$ cat config.mk
export PLATFORM = sky130hd
export DESIGN_NAME = serial_uart_bridge
export DESIGN_NICKNAME = d
export VERILOG_FILES = /design/src/rtl/serial_uart_bridge_pkg.sv /design/src/rtl/serial_uart_bridge_sync_fifo.sv /design/src/rtl/serial_uart_bridge.sv
export SDC_FILE = /design/constraint.sdc
export NUM_CORES = 1
export LEC_CHECK = 0
export CORE_UTILIZATION = 45
export CTS_CLUSTER_SIZE = 28
export DETAILED_ROUTE_END_ITERATION = 10
export GPL_TIMING_DRIVEN = 0
export PLACE_DENSITY = 0.71
export SYNTH_ARGS = -nofsm -noshare
export SYNTH_HDL_FRONTEND = slang
export SYNTH_SLANG_ARGS = --single-unit
export TNS_END_PERCENT = 20
$ cat constraint.sdc
create_clock -name clock -period 7.93 [get_ports clock]
set_clock_uncertainty 0.2 [all_clocks]
set_input_delay 1.586 -clock clock [delete_from_list [all_inputs] [get_ports clock]]
set_output_delay 1.586 -clock clock [all_outputs]
set_load 0.05 [all_outputs]
$ cat src/rtl/serial_uart_bridge_pkg.sv
// serial_uart_bridge_pkg: shared UART FSM state encoding and line idle level
package serial_uart_bridge_pkg;
  typedef enum logic [1:0] {S_IDLE, S_START, S_DATA, S_STOP} uart_state_e;
  localparam logic UART_IDLE = 1'b1;
endpackage

$ cat src/rtl/serial_uart_bridge_sync_fifo.sv
// sync_fifo: first-word-fall-through FIFO with count-derived full/empty, head reads 0 when empty
module sync_fifo #(
  parameter int W = 8,
  parameter int DEPTH = 16
) (
  input  logic                   clock,
  input  logic                   reset,
  input  logic                   wr_en,
  input  logic [W-1:0]           wr_data,
  input  logic                   rd_en,
  output logic [W-1:0]           rd_data,
  output logic                   full,
  output logic                   empty,
  output logic [$clog2(DEPTH):0] count
);
  localparam int AW = $clog2(DEPTH);
  localparam int CW = AW + 1;
  logic [W-1:0] mem_q [DEPTH];
  logic [AW-1:0] wr_ptr_q, wr_ptr_d, rd_ptr_q, rd_ptr_d;
  logic [CW-1:0] count_q, count_d;
  logic push, pop;
  always_comb begin
    full = count_q == CW'(DEPTH);
    empty = count_q == '0;
    push = wr_en && !full;
    pop = rd_en && !empty;
    wr_ptr_d = push ? wr_ptr_q + 1'b1 : wr_ptr_q;
    rd_ptr_d = pop ? rd_ptr_q + 1'b1 : rd_ptr_q;
    count_d = count_q + CW'(push) - CW'(pop);
    rd_data = empty ? '0 : mem_q[rd_ptr_q];
    count = count_q;
  end
  always_ff @(posedge clock) begin
    if (!reset) begin
      wr_ptr_q <= '0;
      rd_ptr_q <= '0;
      count_q <= '0;
    end else begin
      wr_ptr_q <= wr_ptr_d;
      rd_ptr_q <= rd_ptr_d;
      count_q <= count_d;
    end
  end
  always_ff @(posedge clock) begin
    if (push) mem_q[wr_ptr_q] <= wr_data;
  end
endmodule

$ cat src/rtl/serial_uart_bridge.sv
// serial_uart_bridge: processor serial-port responder bridging TX/RX byte FIFOs to an 8N1 UART line
module serial_uart_bridge #(
  parameter int CLKS_PER_BIT = 434,
  parameter int FIFO_DEPTH = 16
) (
  input  logic       clock,
  input  logic       reset,
  input  logic [7:0] proc_data_in,
  input  logic       proc_wren_in,
  input  logic       proc_rden_in,
  output logic [7:0] proc_data_out,
  output logic       proc_valid_out,
  output logic       proc_ready_out,
  input  logic       uart_rx_in,
  output logic       uart_tx_out,
  output logic       rx_overrun_out,
  output logic       rx_frame_err_out
);
  import serial_uart_bridge_pkg::*;
  localparam int CW = $clog2(CLKS_PER_BIT);
  localparam int FCW = $clog2(FIFO_DEPTH) + 1;
  localparam logic [CW-1:0] BIT_END = CW'(CLKS_PER_BIT - 1);
  localparam logic [CW-1:0] HALF = CW'(CLKS_PER_BIT / 2 - 1);
  uart_state_e tx_state_q, tx_state_d, rx_state_q, rx_state_d;
  logic [CW-1:0] tx_cnt_q, tx_cnt_d, rx_cnt_q, rx_cnt_d;
  logic [2:0] tx_idx_q, tx_idx_d, rx_idx_q, rx_idx_d;
  logic [7:0] tx_shift_q, tx_shift_d, rx_shift_q, rx_shift_d, tx_head;
  logic [1:0] sync_q, sync_d;
  logic tx_q, tx_d, rx_bad_q, rx_bad_d, overrun_q, overrun_d, frame_err_q, frame_err_d;
  logic tx_pop, rx_push, tx_full, tx_empty, rx_full, rx_empty, rx_s;
  logic [FCW-1:0] tx_count_unused, rx_count_unused;
  sync_fifo #(.W(8), .DEPTH(FIFO_DEPTH)) tx_fifo (
    .clock(clock), .reset(reset), .wr_en(proc_wren_in), .wr_data(proc_data_in),
    .rd_en(tx_pop), .rd_data(tx_head), .full(tx_full), .empty(tx_empty), .count(tx_count_unused)
  );
  sync_fifo #(.W(8), .DEPTH(FIFO_DEPTH)) rx_fifo (
    .clock(clock), .reset(reset), .wr_en(rx_push), .wr_data(rx_shift_q),
    .rd_en(proc_rden_in), .rd_data(proc_data_out), .full(rx_full), .empty(rx_empty), .count(rx_count_unused)
  );
  assign proc_ready_out = !tx_full;
  assign proc_valid_out = !rx_empty;
  assign uart_tx_out = tx_q;
  assign rx_overrun_out = overrun_q;
  assign rx_frame_err_out = frame_err_q;
  assign rx_s = sync_q[1];
  assign sync_d = {sync_q[0], uart_rx_in};
  // STOP chains straight into the next START so queued bytes leave with no idle gap
  always_comb begin
    tx_state_d = tx_state_q;
    tx_cnt_d = tx_cnt_q + 1'b1;
    tx_idx_d = tx_idx_q;
    tx_shift_d = tx_shift_q;
    tx_pop = 1'b0;
    tx_d = tx_state_q == S_START ? 1'b0 : tx_state_q == S_DATA ? tx_shift_q[0] : UART_IDLE;
    case (tx_state_q)
      S_IDLE: begin
        tx_cnt_d = '0;
        if (!tx_empty) begin
          tx_pop = 1'b1;
          tx_shift_d = tx_head;
          tx_state_d = S_START;
        end
      end
      S_START: if (tx_cnt_q == BIT_END) begin
        tx_cnt_d = '0;
        tx_idx_d = '0;
        tx_state_d = S_DATA;
      end
      S_DATA: if (tx_cnt_q == BIT_END) begin
        tx_cnt_d = '0;
        tx_shift_d = tx_shift_q >> 1;
        tx_idx_d = tx_idx_q + 1'b1;
        tx_state_d = tx_idx_q == 3'd7 ? S_STOP : S_DATA;
      end
      S_STOP: if (tx_cnt_q == BIT_END) begin
        tx_cnt_d = '0;
        tx_pop = !tx_empty;
        tx_shift_d = tx_empty ? tx_shift_q : tx_head;
        tx_state_d = tx_empty ? S_IDLE : S_START;
      end
    endcase
  end
  // rx_bad marks a low stop bit: hold in STOP, byte discarded, until the line recovers
  always_comb begin
    rx_state_d = rx_state_q;
    rx_cnt_d = rx_cnt_q + 1'b1;
    rx_idx_d = rx_idx_q;
    rx_shift_d = rx_shift_q;
    rx_bad_d = rx_bad_q;
    rx_push = 1'b0;
    overrun_d = overrun_q;
    frame_err_d = frame_err_q;
    case (rx_state_q)
      S_IDLE: begin
        rx_cnt_d = '0;
        rx_state_d = rx_s ? S_IDLE : S_START;
      end
      S_START: if (rx_cnt_q == HALF) begin
        rx_cnt_d = '0;
        rx_idx_d = '0;
        rx_state_d = rx_s ? S_IDLE : S_DATA;
      end
      S_DATA: if (rx_cnt_q == BIT_END) begin
        rx_cnt_d = '0;
        rx_shift_d = {rx_s, rx_shift_q[7:1]};
        rx_idx_d = rx_idx_q + 1'b1;
        rx_state_d = rx_idx_q == 3'd7 ? S_STOP : S_DATA;
      end
      S_STOP: if (rx_bad_q) begin
        rx_bad_d = !rx_s;
        rx_state_d = rx_s ? S_IDLE : S_STOP;
      end else if (rx_cnt_q == BIT_END) begin
        rx_cnt_d = '0;
        rx_push = rx_s;
        overrun_d = overrun_q || (rx_s && rx_full);
        frame_err_d = frame_err_q || !rx_s;
        rx_bad_d = !rx_s;
        rx_state_d = rx_s ? S_IDLE : S_STOP;
      end
    endcase
  end
  always_ff @(posedge clock) begin
    if (!reset) begin
      tx_state_q <= S_IDLE;
      tx_cnt_q <= '0;
      tx_idx_q <= '0;
      tx_shift_q <= '0;
      tx_q <= UART_IDLE;
      rx_state_q <= S_IDLE;
      rx_cnt_q <= '0;
      rx_idx_q <= '0;
      rx_shift_q <= '0;
      rx_bad_q <= 1'b0;
      sync_q <= {2{UART_IDLE}};
      overrun_q <= 1'b0;
      frame_err_q <= 1'b0;
    end else begin
      tx_state_q <= tx_state_d;
      tx_cnt_q <= tx_cnt_d;
      tx_idx_q <= tx_idx_d;
      tx_shift_q <= tx_shift_d;
      tx_q <= tx_d;
      rx_state_q <= rx_state_d;
      rx_cnt_q <= rx_cnt_d;
      rx_idx_q <= rx_idx_d;
      rx_shift_q <= rx_shift_d;
      rx_bad_q <= rx_bad_d;
      sync_q <= sync_d;
      overrun_q <= overrun_d;
      frame_err_q <= frame_err_d;
    end
  end
endmodule

==> results.py, run 1 <==
metrics = {
    "sta": {
        "finalCriticalPeriod_ps": 5130,
        "slew_headroom_pct": 10.6,
        "final_max_slew_viol_count": 0,
        "setup_tns_ps": 0,
        "hold_violations": 0,
        "min_period_over_period_pct": 64.7,
        "hold_slack_ps": 195,
        "rsz0062_at_grt": "false",
        "setup_viol": 0,
        "max_freq_mhz": 195,
        "tightest_slew_ps": 1330,
    },
    "status": {
        "status": "complete, no violations",
    },
    "grt": {
        "antenna_found_initial": 0,
        "use_met3_pct": 3.22,
        "grtUsageMet1_pct": 22.6,
        "grt_pass1_wl_um": 42600,
        "grt_max_degree": 19,
        "grtUsageMet2_pct": 30.5,
        "top_usage_layer": "met2",
        "grt_pass1_vias": 7682,
        "grt_usage_pct": 17.7,
        "grt_overflow": 0,
    },
    "cts": {
        "cts_buffers": 36,
        "cts.repair.resized": 0,
        "htreeDepth": 2,
        "clock_latency_ps": 530,
        "clkSinkCount": 340,
        "post-cts-setup-buffers": 0,
        "cts_tree": "yes",
        "holdBufCountCts": 0,
        "clk_path_buf_depth": 3,
        "ctsRootBufferMaster": "clkbuf_16",
        "cts.clk_slew.worst_paths_ps": 60,
    },
    "worst_setup_path": {
        "cp.required_ps": 6140,
        "worstReg2RegEnd": "tx_fifo.count[4]",
        "cp.arrival_ps": 3350,
        "worstPathMaxFanout": 10,
        "startpoint_type": "flop",
        "r2r_cells": 15,
        "rrSetupSlack_ps": 4310,
        "end_kind": "output pin",
        "worstReg2RegStart": "tx_fifo.count[2]",
        "worstSetupPathType": "reg2out",
    },
    "synth": {
        "ys_ff_latch": 340,
        "netlist-cell-type-count": 68,
        "postSynthAreaPerCell_um2": 16.2,
        "yosys_warnings": 0,
        "async_flop_share_pct": 0,
        "synth-main-ff-cell": "edfxtp_1",
        "synth_cells": 871,
        "yosysSeqAreaShare_pct": 66.5,
        "synth-edff-count": 256,
        "synthesis.area_um2": 14100,
        "synth_fp_nets": 923,
    },
    "hold_path": {
        "min_path_type": "reg2reg",
        "hold_start": "sync_q[0]",
        "min_path_cells": 1,
        "min_to": "sync_q[1]",
    },
    "layout": {
        "post-route-util_pct": 52.2,
        "layout_commonest_cell": "edfxtp_1",
        "antenna_cells": 0,
        "layout-drive-gt1-share_pct": 17.7,
        "syn_to_final_growth_pct": 13.7,
        "final_cell_mix": "edfxtp_1, dfxtp_1, mux4_2",
        "nNetsFinal": 985,
    },
    "pwr": {
        "vdd_drop_max_v": 0.000207,
        "net-switching-power_w": 0.00141,
        "combinationalPowerShare_pct": 24.5,
        "internal-power_w": 0.00352,
        "p_per_area_nw_per_um2": 308,
        "seq_power_share_pct": 41.7,
        "leakage_nw": 5.31,
        "total_power_w": 0.00493,
        "pwr-share-clk_pct": 33.8,
        "switching_share_pct": 28.6,
    },
    "detailed_routing": {
        "ant_nets": 0,
        "vias": 7540,
        "routedWlPerCell_um": 20.0,
        "drtIter0Drc": 580,
        "via_per_inst": 5.56,
        "drt_first_pass_iters": 6,
        "route.detailed.drc": 0,
        "postRouteWirelength_um": 27000,
    },
    "placement": {
        "io_buffers": 24,
        "hpwl_um": 17700,
        "place_congestion": 0.771,
    },
    "floorplan": {
        "rows": 64,
        "die_area_um2": 32000,
        "initial_utilization_pct": 45.9,
        "coreArea_um2": 30700,
        "io_pins": 26,
        "die_h_um": 179,
        "die_w_um": 179,
    },
    "flow_run": {
        "maxCapViolations": 0,
    },
}
routing by layer:
metal	wire, um	share of wire [%]
met5	0	0
met4	544	2.0
met3	1460	5.4
met2	13600	50
met1	11400	42
worst max-delay path by stage:
stage,start,end,depth (start not counted)
after floorplan,rx_fifo.count[3],proc_data_out[0],5
after global placement,flop,proc_data_out[7],5
after detailed placement,flop,proc_data_out[1],5
after CTS,flop,proc_data_out[1],5
after global routing,flop,proc_data_out[7],5
final,flop,proc_data_out[7],5
cell usage after synthesis, types with 7 or more instances:
| master | count | area share (%) |
|---|---|---|
| xor2_1 | 12 | 0.75 |
| nand3_1 | 19 | 0.68 |
| buf_1 | 8 | 0.21 |
| buf_2 | 11 | 0.39 |
| mux2i_1 | 14 | 1.0 |
| nor3_1 | 9 | 0.32 |
| xnor2_1 | 15 | 0.93 |
| clkbuf_1 | 16 | 0.43 |
| edfxtp_1 | 256 | 55 |
| and4_1 | 8 | 0.50 |
| ha_1 | 37 | 3.3 |
| mux4_2 | 71 | 11 |
| a311oi_1 | 9 | 0.56 |
| a222oi_1 | 7 | 0.50 |
| nand2b_1 | 8 | 0.36 |
| o21ai_0 | 19 | 0.68 |
| mux2_2 | 7 | 0.56 |
| nand2_1 | 14 | 0.37 |
| inv_1 | 35 | 0.93 |
| dfxtp_1 | 84 | 12 |
| nor2_1 | 70 | 1.9 |
| and2_1 | 18 | 0.80 |
| a21oi_1 | 33 | 1.2 |
power by group through the flow:
stage	sequential, W	clock [W]	combinational, W
after floorplan	0.00208	0	0.000918
after global placement	0.00209	0	0.00119
after detailed placement	0.00209	0	0.00122
after CTS	0.00206	0.00169	0.00122
after global routing	0.00207	0.00176	0.00133
final	0.00206	0.00167	0.00121
sequential cells by signal, summed over array words and instances, names as in the netlist, 5 cells and up, named ones only:
register and cells:
rx_shift_q 8, tx_shift_q 8, rx_fifo.count 5, rx_cnt_q 9
rx_fifo.mem_q 128, tx_fifo.mem_q 128, tx_fifo.count 5, tx_cnt_q 9
worst max-delay path: stages, from the launching register on:
cell and delay [ps]:
dfxtp_1 460, buf_1 570, mux4_2 450, mux4_2 460
and2_1 170, clkdlybuf4s50_1 690
cells by family (layout without fill, tap and decap cells):
| logic type | Yosys count | in the layout | synth area share, % |
|---|---|---|---|
| AO/OA/AOI/OAI | 102 | 102 | 4.88 |
| AND/OR/NAND/NOR | 195 | 195 | 8.00 |
| flip-flops | 340 | 340 | 66.5 |
| adder cells (fa/ha/maj) | 39 | 39 | 3.57 |
| multiplexers | 92 | 92 | 12.9 |
| XOR/XNOR | 27 | 27 | 1.68 |
| buffers and inverters | 76 | 164 | 2.41 |
stage by stage:
stage / instance area, um2 / setup WS (ps) / instances
final: 16000 / 2800 / 1355
after global routing: 16000 / 2660 / 1355
after CTS: 16000 / 2740 / 1355
after detailed placement: 14800 / 3310 / 1291
after global placement: 14800 / 3320 / 1291
after floorplan: 14100 / 4210 / 871
layout make-up:
type	instances	area [um2]
Clock inverter	19	178
Clock buffer	45	1010
Sequential cell	340	9370
Timing Repair Buffer	24	240
Inverter	36	135
Multi-Input combinational cell	455	4390
Buffer	40	204
Tap cell	396	495
Fill cell	2443	14700
Note: power is estimated with default switching activity, not from simulation.
==> run 2, diff against run 1 <==
--- a/config.mk
+++ b/config.mk
@@ -9,7 +9,7 @@
 export CTS_CLUSTER_SIZE = 28
 export DETAILED_ROUTE_END_ITERATION = 10
 export GPL_TIMING_DRIVEN = 0
-export PLACE_DENSITY = 0.71
+export PLACE_DENSITY = 0.73
 export SYNTH_ARGS = -nofsm -noshare
 export SYNTH_HDL_FRONTEND = slang
 export SYNTH_SLANG_ARGS = --single-unit
==> constraint.sdc (replaced) <==
create_clock -name clock -period 4.2 [get_ports clock]
set_clock_uncertainty 0.2 [all_clocks]
set_input_delay 0.84 -clock clock [delete_from_list [all_inputs] [get_ports clock]]
set_output_delay 0.84 -clock clock [all_outputs]
set_load 0.05 [all_outputs]
==> results.py, run 2 (synthesis results as in run 1) <==
metrics = {
    "layout": {
        "reg_top3": "rx_fifo.mem_q: 128 flops, tx_fifo.mem_q: 128 flops",
        "syn_to_final_growth_pct": 13.3,
        "fin_area_um2": 16000,
        "layout_commonest_cell": "edfxtp_1",
        "antenna_cells": 0,
        "final_cell_mix": "edfxtp_1, dfxtp_1, mux4_2",
        "layout-drive-gt1-share_pct": 17.2,
        "nNetsFinal": 987,
    },
    "floorplan": {
        "rows": 64,
        "initial_utilization_pct": 45.9,
        "die_w_um": 179,
        "coreArea_um2": 30700,
        "io_pins": 26,
        "die_h_um": 179,
        "die_area_um2": 32000,
    },
    "pwr": {
        "p_per_area_nw_per_um2": 572,
        "vdd_drop_max_v": 0.000377,
        "leakage_nw": 5.30,
    },
    "worst_setup_path": {
        "cp_cell_sequence": "buf_2 > buf_6 > mux4_2 > mux4_2 > and2_1 > dlygate4sd2_1",
        "cp_slowest_cell": "mux4_2",
        "worstReg2RegEnd": "tx_fifo.count[4]",
        "end_kind": "output pin",
        "worstSetupPathType": "reg2out",
        "cp.required_ps": 3160,
        "startpoint_type": "flop",
        "worstPathMaxFanout": 10,
        "r2r_cells": 15,
        "critical_path.max_stage_delay_ps": 550,
        "cpMostUsedCell": "mux4_2",
        "cp.arrival_ps": 2880,
        "worstReg2RegStart": "tx_fifo.count[2]",
        "rrSetupSlack_ps": 560,
    },
    "hold_path": {
        "hold_start": "sync_q[0]",
        "min_path_type": "reg2reg",
        "min_path_cells": 1,
        "min_to": "sync_q[1]",
    },
    "cts": {
        "htreeDepth": 2,
        "clk_path_buf_depth": 3,
        "post-cts-setup-buffers": 0,
        "cts.clk_slew.worst_paths_ps": 60,
        "clkSinkCount": 340,
        "cts_tree": "yes",
        "holdBufCountCts": 0,
        "ctsRootBufferMaster": "clkbuf_16",
        "clock_latency_ps": 540,
        "cts_buffers": 36,
    },
    "grt": {
        "grt_max_degree": 19,
        "grt_pass1_wl_um": 42200,
        "antenna_found_initial": 0,
        "grt_pass1_vias": 7555,
        "grt_overflow": 0,
        "grt_usage_pct": 17.6,
    },
    "detailed_routing": {
        "postRouteWirelength_um": 27100,
        "drtIter0Drc": 853,
        "vias": 7638,
        "route.detailed.drc": 0,
        "drt_first_pass_iters": 6,
        "via_per_inst": 5.62,
        "routedWlPerCell_um": 20.0,
        "ant_nets": 0,
    },
    "sta": {
        "min_period_over_period_pct": 93.3,
        "fin_ws_ps": 283,
        "setup_tns_ps": 0,
        "max_freq_mhz": 255,
        "hold_violations": 0,
        "final_max_slew_viol_count": 0,
        "hold_slack_ps": 214,
        "setup_viol": 0,
        "rsz0062_at_grt": "false",
        "finalCriticalPeriod_ps": 3920,
        "tightest_slew_ps": 1390,
        "slew_headroom_pct": 6.31,
    },
    "placement": {
        "dpl_worst_slack_ps": 343,
        "post_dp_cell_area_um2": 14800,
        "place_congestion": 0.792,
        "io_buffers": 24,
        "hpwl_um": 18000,
    },
    "flow_run": {
        "maxCapViolations": 0,
    },
    "status": {
        "status": "complete, no violations",
    },
}
==> run 2: how the worst max path moves through the flow <==
stage | startpoint | to | slack [ps] | depth (start not counted)
2_1_floorplan | tx_fifo.count[3] | tx_fifo.count[4] | 1130 | 15
3_3_place_gp | flop | proc_data_out[7] | 360 | 5
3_5_place_dp | flop | proc_data_out[5] | 340 | 5
4_1_cts | flop | proc_data_out[6] | 10 | 6
5_1_grt | flop | proc_data_out[2] | 160 | 6
6_report | flop | proc_data_out[7] | 280 | 6
==> run 2: critical path, delay by kind of cell, from the launching register on <==
family	cells	cell delay, ps
simple gates	1	170
flops	1	300
mux	2	1060
buf+inv	3	810
==> run 2: area by class of cell <==
class	instances	area [um2]
Clock buffer	48	956
Clock inverter	17	173
Buffer	40	208
Sequential cell	340	9370
Inverter	36	135
Multi-Input combinational cell	455	4370
Fill cell	2464	14700
Timing Repair Buffer	26	244
Tap cell	396	495
==> run 2: metal layers <==
metal,vias up,GRT usage (%),wire length (um)
met5,-,0,0
li1,3534,-,-
met4,0,4.77,517
met3,42,3.03,1490
met1,3837,23.1,11600
met2,225,30.1,13500
==> run 2: power breakdown <==
part	internal (W)	switching, W
sequential	0.00377	0.000116
combinational	0.00100	0.00126
clock	0.00169	0.00129
==> run 2: through the flow <==
step	power, W	instances	utilization (%)
global route	0.00954	1358	52.0
global placement	0.00619	1291	48.3
floorplan	0.00566	871	-
finish	0.00912	1358	52.0
CTS	0.00919	1357	52.0
detailed placement	0.00626	1292	48.3
==> run 2: repair_timing <==
item                       4_1_cts  5_1_grt
pin swaps                        0        0
gates resized for setup         10        1
gates cloned                     0        0
setup endpoints to repair        8        1
==> run 3, diff against run 2 <==
--- a/config.mk
+++ b/config.mk
@@ -5,11 +5,11 @@
 export SDC_FILE = /design/constraint.sdc
 export NUM_CORES = 1
 export LEC_CHECK = 0
-export CORE_UTILIZATION = 45
+export CORE_UTILIZATION = 56
 export CTS_CLUSTER_SIZE = 28
 export DETAILED_ROUTE_END_ITERATION = 10
 export GPL_TIMING_DRIVEN = 0
-export PLACE_DENSITY = 0.73
+export PLACE_DENSITY = 0.86
 export SYNTH_ARGS = -nofsm -noshare
 export SYNTH_HDL_FRONTEND = slang
 export SYNTH_SLANG_ARGS = --single-unit
==> results.py, run 3 (synthesis results as in run 1) <==
metrics = {
    "worst_setup_path": {
        "critical_path.max_stage_delay_ps": 560,
        "startpoint_type": "flop",
        "cp.arrival_ps": 2910,
        "worstPathMaxFanout": 10,
        "cp.required_ps": 3160,
        "rrSetupSlack_ps": 600,
        "worstSetupPathType": "reg2out",
        "end_kind": "output pin",
        "cp_slowest_cell": "mux4_2",
        "cp_cell_sequence": "buf_2 > buf_6 > mux4_2 > mux4_2 > and2_1 > dlygate4sd2_1",
        "cpMostUsedCell": "mux4_2",
    },
    "flow_run": {
        "maxCapViolations": 0,
    },
    "floorplan": {
        "die_w_um": 161,
        "io_pins": 26,
        "initial_utilization_pct": 57.6,
        "die_area_um2": 25800,
        "coreArea_um2": 24500,
        "rows": 57,
        "die_h_um": 161,
    },
    "grt": {
        "antenna_found_initial": 0,
        "grt_usage_pct": 21.9,
        "grt_pass1_vias": 7823,
        "grt_max_degree": 19,
        "grt_overflow": 0,
        "grt_pass1_wl_um": 42700,
    },
    "sta": {
        "rsz0062_at_grt": "false",
        "tightest_slew_ps": 1370,
        "final_max_slew_viol_count": 0,
        "hold_violations": 0,
        "min_period_over_period_pct": 94.2,
        "setup_tns_ps": 0,
        "setup_viol": 0,
        "max_freq_mhz": 253,
        "hold_slack_ps": 222,
        "finalCriticalPeriod_ps": 3950,
        "slew_headroom_pct": 8.00,
    },
    "cts": {
        "ctsRootBufferMaster": "clkbuf_16",
        "cts_tree": "yes",
        "clk_path_buf_depth": 3,
        "clkSinkCount": 340,
        "htreeDepth": 2,
        "cts_buffers": 34,
        "clock_latency_ps": 520,
        "cts.clk_slew.worst_paths_ps": 60,
        "post-cts-setup-buffers": 0,
        "holdBufCountCts": 0,
    },
    "detailed_routing": {
        "routedWlPerCell_um": 21.7,
        "via_per_inst": 6.09,
        "vias": 7811,
        "drt_first_pass_iters": 8,
        "postRouteWirelength_um": 27800,
        "route.detailed.drc": 0,
        "drtIter0Drc": 912,
        "ant_nets": 0,
    },
    "layout": {
        "regArea_um2": 9370,
        "reg_top3": "rx_fifo.mem_q: 128 flops, tx_fifo.mem_q: 128 flops",
        "final_cell_mix": "edfxtp_1, dfxtp_1, mux4_2",
        "layout_commonest_cell": "edfxtp_1",
        "syn_to_final_growth_pct": 12.4,
        "multi_input_area_um2": 4370,
        "fillers": 1612,
        "nNetsFinal": 984,
        "layout-drive-gt1-share_pct": 17.0,
        "post-route-util_pct": 64.7,
        "antenna_cells": 0,
    },
    "pwr": {
        "p_per_area_nw_per_um2": 575,
        "vdd_drop_max_v": 0.000436,
        "switching_share_pct": 28.9,
        "combinationalPowerShare_pct": 25.0,
        "pwr-share-clk_pct": 32.3,
        "seq_power_share_pct": 42.7,
        "internal-power_w": 0.00647,
        "leakage_nw": 5.28,
        "net-switching-power_w": 0.00262,
    },
    "status": {
        "status": "complete, no violations",
    },
    "placement": {
        "hpwl_um": 17600,
        "io_buffers": 24,
        "place_congestion": 0.855,
    },
    "hold_path": {
        "min_path_type": "reg2reg",
    },
}
==> run 3: cell count changes in the layout (fill, tap and decap cells not counted), sizes merged <==
cell	delta
buf	-2
clkbuf	+3
clkinv	-4
clkinvlp	-1
dlygate4sd2	+1
dlymetal6s2s	-1
==> run 3: worst max-delay path: cells and delay by family (launching register included) <==
family        cells  cell delay [ps]
flops             1              300
buf+inv           3              860
mux               2             1060
simple gates      1              170
==> run 3: metrics by stage <==
step / total power [W] / cell area [um2] / cells / setup slack, ps
floorplan: 0.00566 / 14100 / 871 / 1130
global route: 0.00945 / 15800 / 1282 / 166
finish: 0.00909 / 15800 / 1282 / 245
CTS: 0.00914 / 15800 / 1281 / 233
global placement: 0.00616 / 14700 / 1219 / 393
detailed placement: 0.00623 / 14700 / 1219 / 351
==> run 3: timing repair <==
action / CTS / global route
endpoints found under the setup margin: 8 / 0
endpoints found under the hold margin: 0 / 0
resized for setup: 11 / 0
==> run 3: worst paths after layout <==
path / startpoint / endpoint / depth (start not counted)
max: flop / proc_data_out[2] / 6
min: sync_q[0] / sync_q[1] / 1
max reg2reg: tx_fifo.count[2] / tx_fifo.count[4] / 15
min reg2reg: sync_q[0] / sync_q[1] / 1
==> run 3: power by group through the flow <==
stage | registers [W] | clock network (W) | logic (W)
6_report | 0.00388 | 0.00294 | 0.00227
5_1_grt | 0.00390 | 0.00307 | 0.00247
4_1_cts | 0.00388 | 0.00297 | 0.00228
3_5_place_dp | 0.00395 | 0 | 0.00228
3_3_place_gp | 0.00394 | 0 | 0.00222
2_1_floorplan | 0.00392 | 0 | 0.00173
==> run 3: cell type report <==
class	count	area share, %
Clock inverter	12	0.696
Timing Repair Buffer	25	1.50
Inverter	36	0.854
Multi-Input combinational cell	455	27.6
Buffer	40	1.31
Clock buffer	50	6.22
Tap cell	324	2.56
Sequential cell	340	59.2
==> run 3: metal layers <==
layer  GRT usage, %  routed length (um)
met5              0                   0
met4           7.32                 724
met3           3.59                1710
met2           38.3               14200
met1           27.9               11100
